[src/rtl/serial_out_arbiter.sv]
// Merges several idle-high serial sources onto one TX line, granting the lowest-index edging channel.
// Optional ownership lock with hold timer when SOUT_LOCK_EN is defined; otherwise last-changed-wins.
module serial_out_arbiter #(
   parameter int CHANNELS    = 3,
   parameter int LOCK_CYCLES = 840000,
   localparam int OWNER_W    = (CHANNELS > 1) ? $clog2(CHANNELS) : 1
) (
   input  logic                clk_sys,
   input  logic                reset,
   input  logic [CHANNELS-1:0] ch_in,
   input  logic [CHANNELS-1:0] ch_en,
   output logic                tx_out,
   output logic [OWNER_W-1:0]  owner,
   output logic                owner_valid,
   output logic                collision
);

   if (CHANNELS < 2 || CHANNELS > 8) begin : g_bad_channels
      $error("serial_out_arbiter: CHANNELS out of range");
   end
   if (LOCK_CYCLES < 1 || LOCK_CYCLES > 16777215) begin : g_bad_lock
      $error("serial_out_arbiter: LOCK_CYCLES out of range");
   end

   logic [CHANNELS-1:0] prev_p0;
   logic [CHANNELS-1:0] ch_edge;
   logic [OWNER_W-1:0]  win_idx;
   logic                any_edge;
   logic                multi_edge;

   assign ch_edge    = (ch_in ^ prev_p0) & ch_en;
   assign multi_edge = |(ch_edge & (ch_edge - CHANNELS'(1)));

   always_comb begin
      win_idx  = '0;
      any_edge = 1'b0;
      for (int i = CHANNELS - 1; i >= 0; i--) begin
         if (ch_edge[i]) begin
            win_idx  = OWNER_W'(i);
            any_edge = 1'b1;
         end
      end
   end

`ifdef SOUT_LOCK_EN
   localparam int                CNT_W      = $clog2(LOCK_CYCLES + 1);
   localparam logic [CNT_W-1:0]  CNT_RELOAD = CNT_W'(LOCK_CYCLES - 1);
   localparam logic [0:0]        S_IDLE     = 1'b0;
   localparam logic [0:0]        S_LOCKED   = 1'b1;

   logic [0:0]          state;
   logic [CNT_W-1:0]    lock_cnt;
   logic [CHANNELS-1:0] other_edges;

   assign other_edges = ch_edge & ~(CHANNELS'(1) << owner);

   always_ff @(posedge clk_sys) begin
      if (reset) begin
         prev_p0     <= '1;
         tx_out      <= 1'b1;
         owner       <= '0;
         owner_valid <= 1'b0;
         collision   <= 1'b0;
         state       <= S_IDLE;
         lock_cnt    <= '0;
      end else begin
         prev_p0 <= ch_in;
         case (state)
            S_IDLE: begin
               collision <= multi_edge;
               if (any_edge) begin
                  tx_out      <= ch_in[win_idx];
                  owner       <= win_idx;
                  owner_valid <= 1'b1;
                  lock_cnt    <= CNT_RELOAD;
                  state       <= S_LOCKED;
               end
            end
            default: begin
               collision <= |other_edges;
               // Losing the enable forces the line idle immediately, whatever the timer says.
               if (!ch_en[owner]) begin
                  tx_out      <= 1'b1;
                  owner_valid <= 1'b0;
                  state       <= S_IDLE;
               end else if (ch_edge[owner]) begin
                  tx_out   <= ch_in[owner];
                  lock_cnt <= CNT_RELOAD;
               end else if (lock_cnt != '0) begin
                  lock_cnt <= lock_cnt - CNT_W'(1);
               end else if (tx_out) begin
                  owner_valid <= 1'b0;
                  state       <= S_IDLE;
               end
            end
         endcase
      end
   end
`else
   always_ff @(posedge clk_sys) begin
      if (reset) begin
         prev_p0     <= '1;
         tx_out      <= 1'b1;
         owner       <= '0;
         owner_valid <= 1'b0;
         collision   <= 1'b0;
      end else begin
         prev_p0   <= ch_in;
         collision <= multi_edge;
         if (any_edge) begin
            tx_out      <= ch_in[win_idx];
            owner       <= win_idx;
            owner_valid <= 1'b1;
         end
      end
   end
`endif

endmodule

[config.mk]
export PLATFORM = sky130hd
export DESIGN_NAME = serial_out_arbiter
export DESIGN_NICKNAME = d
export VERILOG_FILES = /design/src/rtl/serial_out_arbiter.sv
export SDC_FILE = /design/constraint.sdc
export NUM_CORES = 1
export LEC_CHECK = 0
export BUFFER_PORTS_ARGS = -buffer_cell sky130_fd_sc_hd__buf_2
export CAP_MARGIN = 0
export CORE_AREA = 2 2 39 41
export DETAILED_ROUTE_END_ITERATION = 12
export DIE_AREA = 0 0 41 43
export PLACE_DENSITY = 0.57
export SLEW_MARGIN = 0
export SYNTH_ARGS = -nofsm -noshare
export SYNTH_HDL_FRONTEND = slang
export SYNTH_SLANG_ARGS = --single-unit
[constraint.sdc]
create_clock -name clk_sys -period 1.2 [get_ports clk_sys]
set_input_delay 0.24 -clock clk_sys [delete_from_list [all_inputs] [get_ports clk_sys]]
set_output_delay 0.24 -clock clk_sys [all_outputs]
set_load 0.005 [all_outputs]
==> summary.txt <==
Clock tree
  • CTS tree: yes
  • Hold buffer count at cts: 0
  • Total clock sinks: 8
  • H-tree depth: 1
  • Root buffer cell: clkbuf_4
  • Post-CTS setup buffer count: 0
  • Worst-Skew Late Latency: 0.26 ns
  • CTS Buf Count: 3
  • Longest Clk Path Bufs: 2
  • Worst-path clk slew: 0.06 ns
  • CTS resizes: 0

Synthesis
  • Seq/Total Area, Yosys: 46.5%
  • Post-Synth XOR/XNOR Area: 9.82%
  • Simple-Gate Fraction of Synth Area: 22.9%
  • Yosys cell types: 21
  • Synth Register Bits: 8
  • Post-synthesis adder-cell area fraction: 3.27%
  • Syn Inst Count: 36
  • Main combinational cell family by area after synthesis: simple AND/OR/NAND/NOR gates
  • Mapped cell area: 344 µm²
  • Synth Warn #: 0
  • Syn_area_per_cell: 9.56 µm²
  • Multiplexer area fraction after synthesis: 0%
  • Compound-Gate Fraction of Synth Area: 16.4%
  • Synth Net Count: 44

Finish
  • Final nets: 61
  • ANT cells: 0
  • Most common cell after layout, fill and taps aside: buf_2
  • Fill count: 149
  • Most frequent cells in the layout: buf_2 (12), dfxtp_1 (7), nand2_1 (5)
  • Multi-input combinational cell area: 180 µm²
  • Storage element area: 161 µm²
  • Finished Layout Cells: 67
  • Synth-to-layout area growth: 30.2%
  • Layout cell share with drive strength beyond 1: 43.1%
  • Final instance area: 448 µm²

Pwr
  • Gate power share: 15.9%
  • Switch share: 26.0%
  • Switching power: 157 µW
  • Clk network pwr share: 35.0%
  • LEAKAGE: 0.200 nW
  • Peak supply drop: 0.529 mV
  • Power density cells: 1350 mW/mm²
  • Design internal power: 446 µW
  • Sequential fraction of design power: 49.0%

STA
  • Final cycle utilization of the critical path: 91.8%
  • Slew Limit Fails: 0
  • Fin Setup TNS: 0 ns
  • Final hold viol count: 0
  • Max frequency: 907 MHz
  • RSZ-0062 raised after global routing: false
  • Min cycle time layout: 1.10 ns
  • Setup violations, final: 0
  • Min Hold Slack: 0.212 ns
  • Slew HR: 81.2%
  • Worst Skew: 0.00617 ns
  • Worst slew pin tran: 0.280 ns

Setup path
  • Crit Path Class: reg2reg
  • Crit path buf inv count: 0
  • CP Capture Type: register
  • WP data required: 1.41 ns
  • Slowest CP cell: dfxtp_1
  • Largest stage delay on the critical path: 0.34 ns
  • Worst path top cell family by delay: flip-flops
  • Worst setup SP type: register
  • Critical path fanouts, max: 3
  • Arr. time, crit path: 1.31 ns
  • Critical Path, Cell by Cell: xor2_1, nand2_4, maj3_2, nor2_2

Die
  • Die ar.: 0.00176 mm²
  • Core Area: 0.00138 mm²
  • Die height: 43 µm
  • Top Ports: 13
  • Die Wd: 41 µm
  • Initial Util: 24.9%
  • # rows: 14

Run
  • Max-cap violations: 0

GRT
  • Initial antenna violation count: 0
  • Total global-route track usage: 11.2%
  • Vias in the first global route: 297
  • First-pass GRT wire length: 1210 µm
  • Grt total ovfl: 0
  • Largest net degree at the start of global routing: 9

Drt
  • Vias/cell: 4.54
  • Antenna viol nets, final: 0
  • Routed via count: 304
  • Iteration-0 DRC count of the detailed router: 14
  • Pre-Repair DR Iteration Count: 4
  • Drt drc: 0
  • Final wirelength: 713 µm
  • WL per Instance: 10.6 µm

Placement
  • Post-placement cell count: 64
  • Cell Area, Placed: 424 µm²
  • Final Wtd Congestion: 0.695
  • IO Port Bufs: 12
  • Detailed Place HPWL: 548 µm

Min path
  • HP Class: in2reg

Status
  • Status: finished, final reports clean
final timing paths:
| path | cells after the start | from | to | slack, ns |
|---|---|---|---|---|
| max | 4 | prev_p0[0]$_SDFF_PP1_ | collision$_SDFF_PP0_ | 0.1 |
| min reg2reg | 2 | owner[0]$_SDFFE_PP0P_ | owner[0]$_SDFFE_PP0P_ | 0.47 |
| min | 2 | ch_in[1] | prev_p0[1]$_SDFF_PP1_ | 0.21 |
| max reg2reg | 4 | prev_p0[0]$_SDFF_PP1_ | collision$_SDFF_PP0_ | 0.1 |
cell type report:
class                   count  area share [%]
inverters                   1           0.838
clock buffers               3            5.03
well taps                  16            4.47
repair buffers             12            13.4
flip-flops and latches      8            36.0
multi-input cells          27            40.2
power by group through the flow:
stage,Clock [mW],Combinational (mW),Sequential [mW]
final,0.211,0.0960,0.296
after global routing,0.235,0.109,0.298
after CTS,0.226,0.0978,0.296
after detailed placement,0,0.0967,0.302
after global placement,0,0.0963,0.302
after floorplan,0,0.0529,0.302
layer usage:
| layer | vias to the layer above | track usage [%] | part of all wire, % |
|---|---|---|---|
| met4 | 0 | 10.0 | 2.2 |
| met5 | - | 0 | 0 |
| met2 | 10 | 13.8 | 46 |
| met1 | 135 | 12.6 | 42 |
| li1 | 155 | - | - |
| met3 | 4 | 6.81 | 10 |
synthesized netlist by cell type (all sizes together):
| cell type | instances | area, µm² |
|---|---|---|
| nor2b | 1 | 6.26 |
| maj3 | 1 | 11.3 |
| xor2 | 3 | 33.8 |
| nor2 | 1 | 6.26 |
| nor3 | 1 | 5.00 |
| and2 | 1 | 6.26 |
| o21ai | 2 | 10.0 |
| o31ai | 1 | 7.51 |
| a21oi | 2 | 10.0 |
| a32oi | 1 | 8.76 |
| a31oi | 2 | 12.5 |
| or2 | 3 | 18.8 |
| dfxtp | 8 | 160 |
| a211oi | 1 | 7.51 |
| nand2 | 7 | 36.3 |
| inv | 1 | 3.75 |
state kept, by name, indices dropped and copies added, names as in the netlist:
register / flops
collision: 1
owner: 2
tx_out: 1
owner_valid: 1
prev_p0: 3
worst reg2reg max path: stages (launching register included):
cell and delay, ns:
dfxtp_1 0.34, xor2_1 0.27, nand2_4 0.08, maj3_2 0.30
nor2_2 0.07
per-stage QoR:
step	util (%)	total power [mW]	worst slack, ns
6_report	32.4	0.603	0.0979
5_1_grt	32.4	0.642	0.00635
4_1_cts	32.3	0.619	0.0810
3_5_place_dp	30.7	0.398	0.0657
3_3_place_gp	30.7	0.398	0.0857
2_1_floorplan	-	0.355	0.143
cells by family (layout without fill, tap and decap cells):
family	count (synthesis)	in the layout
fa+ha+maj	1	1
simple gates	14	14
compound gates	9	9
buf+inv	1	16
flops	8	8
xor+xnor	3	3
(Power assumes the default switching activity.)
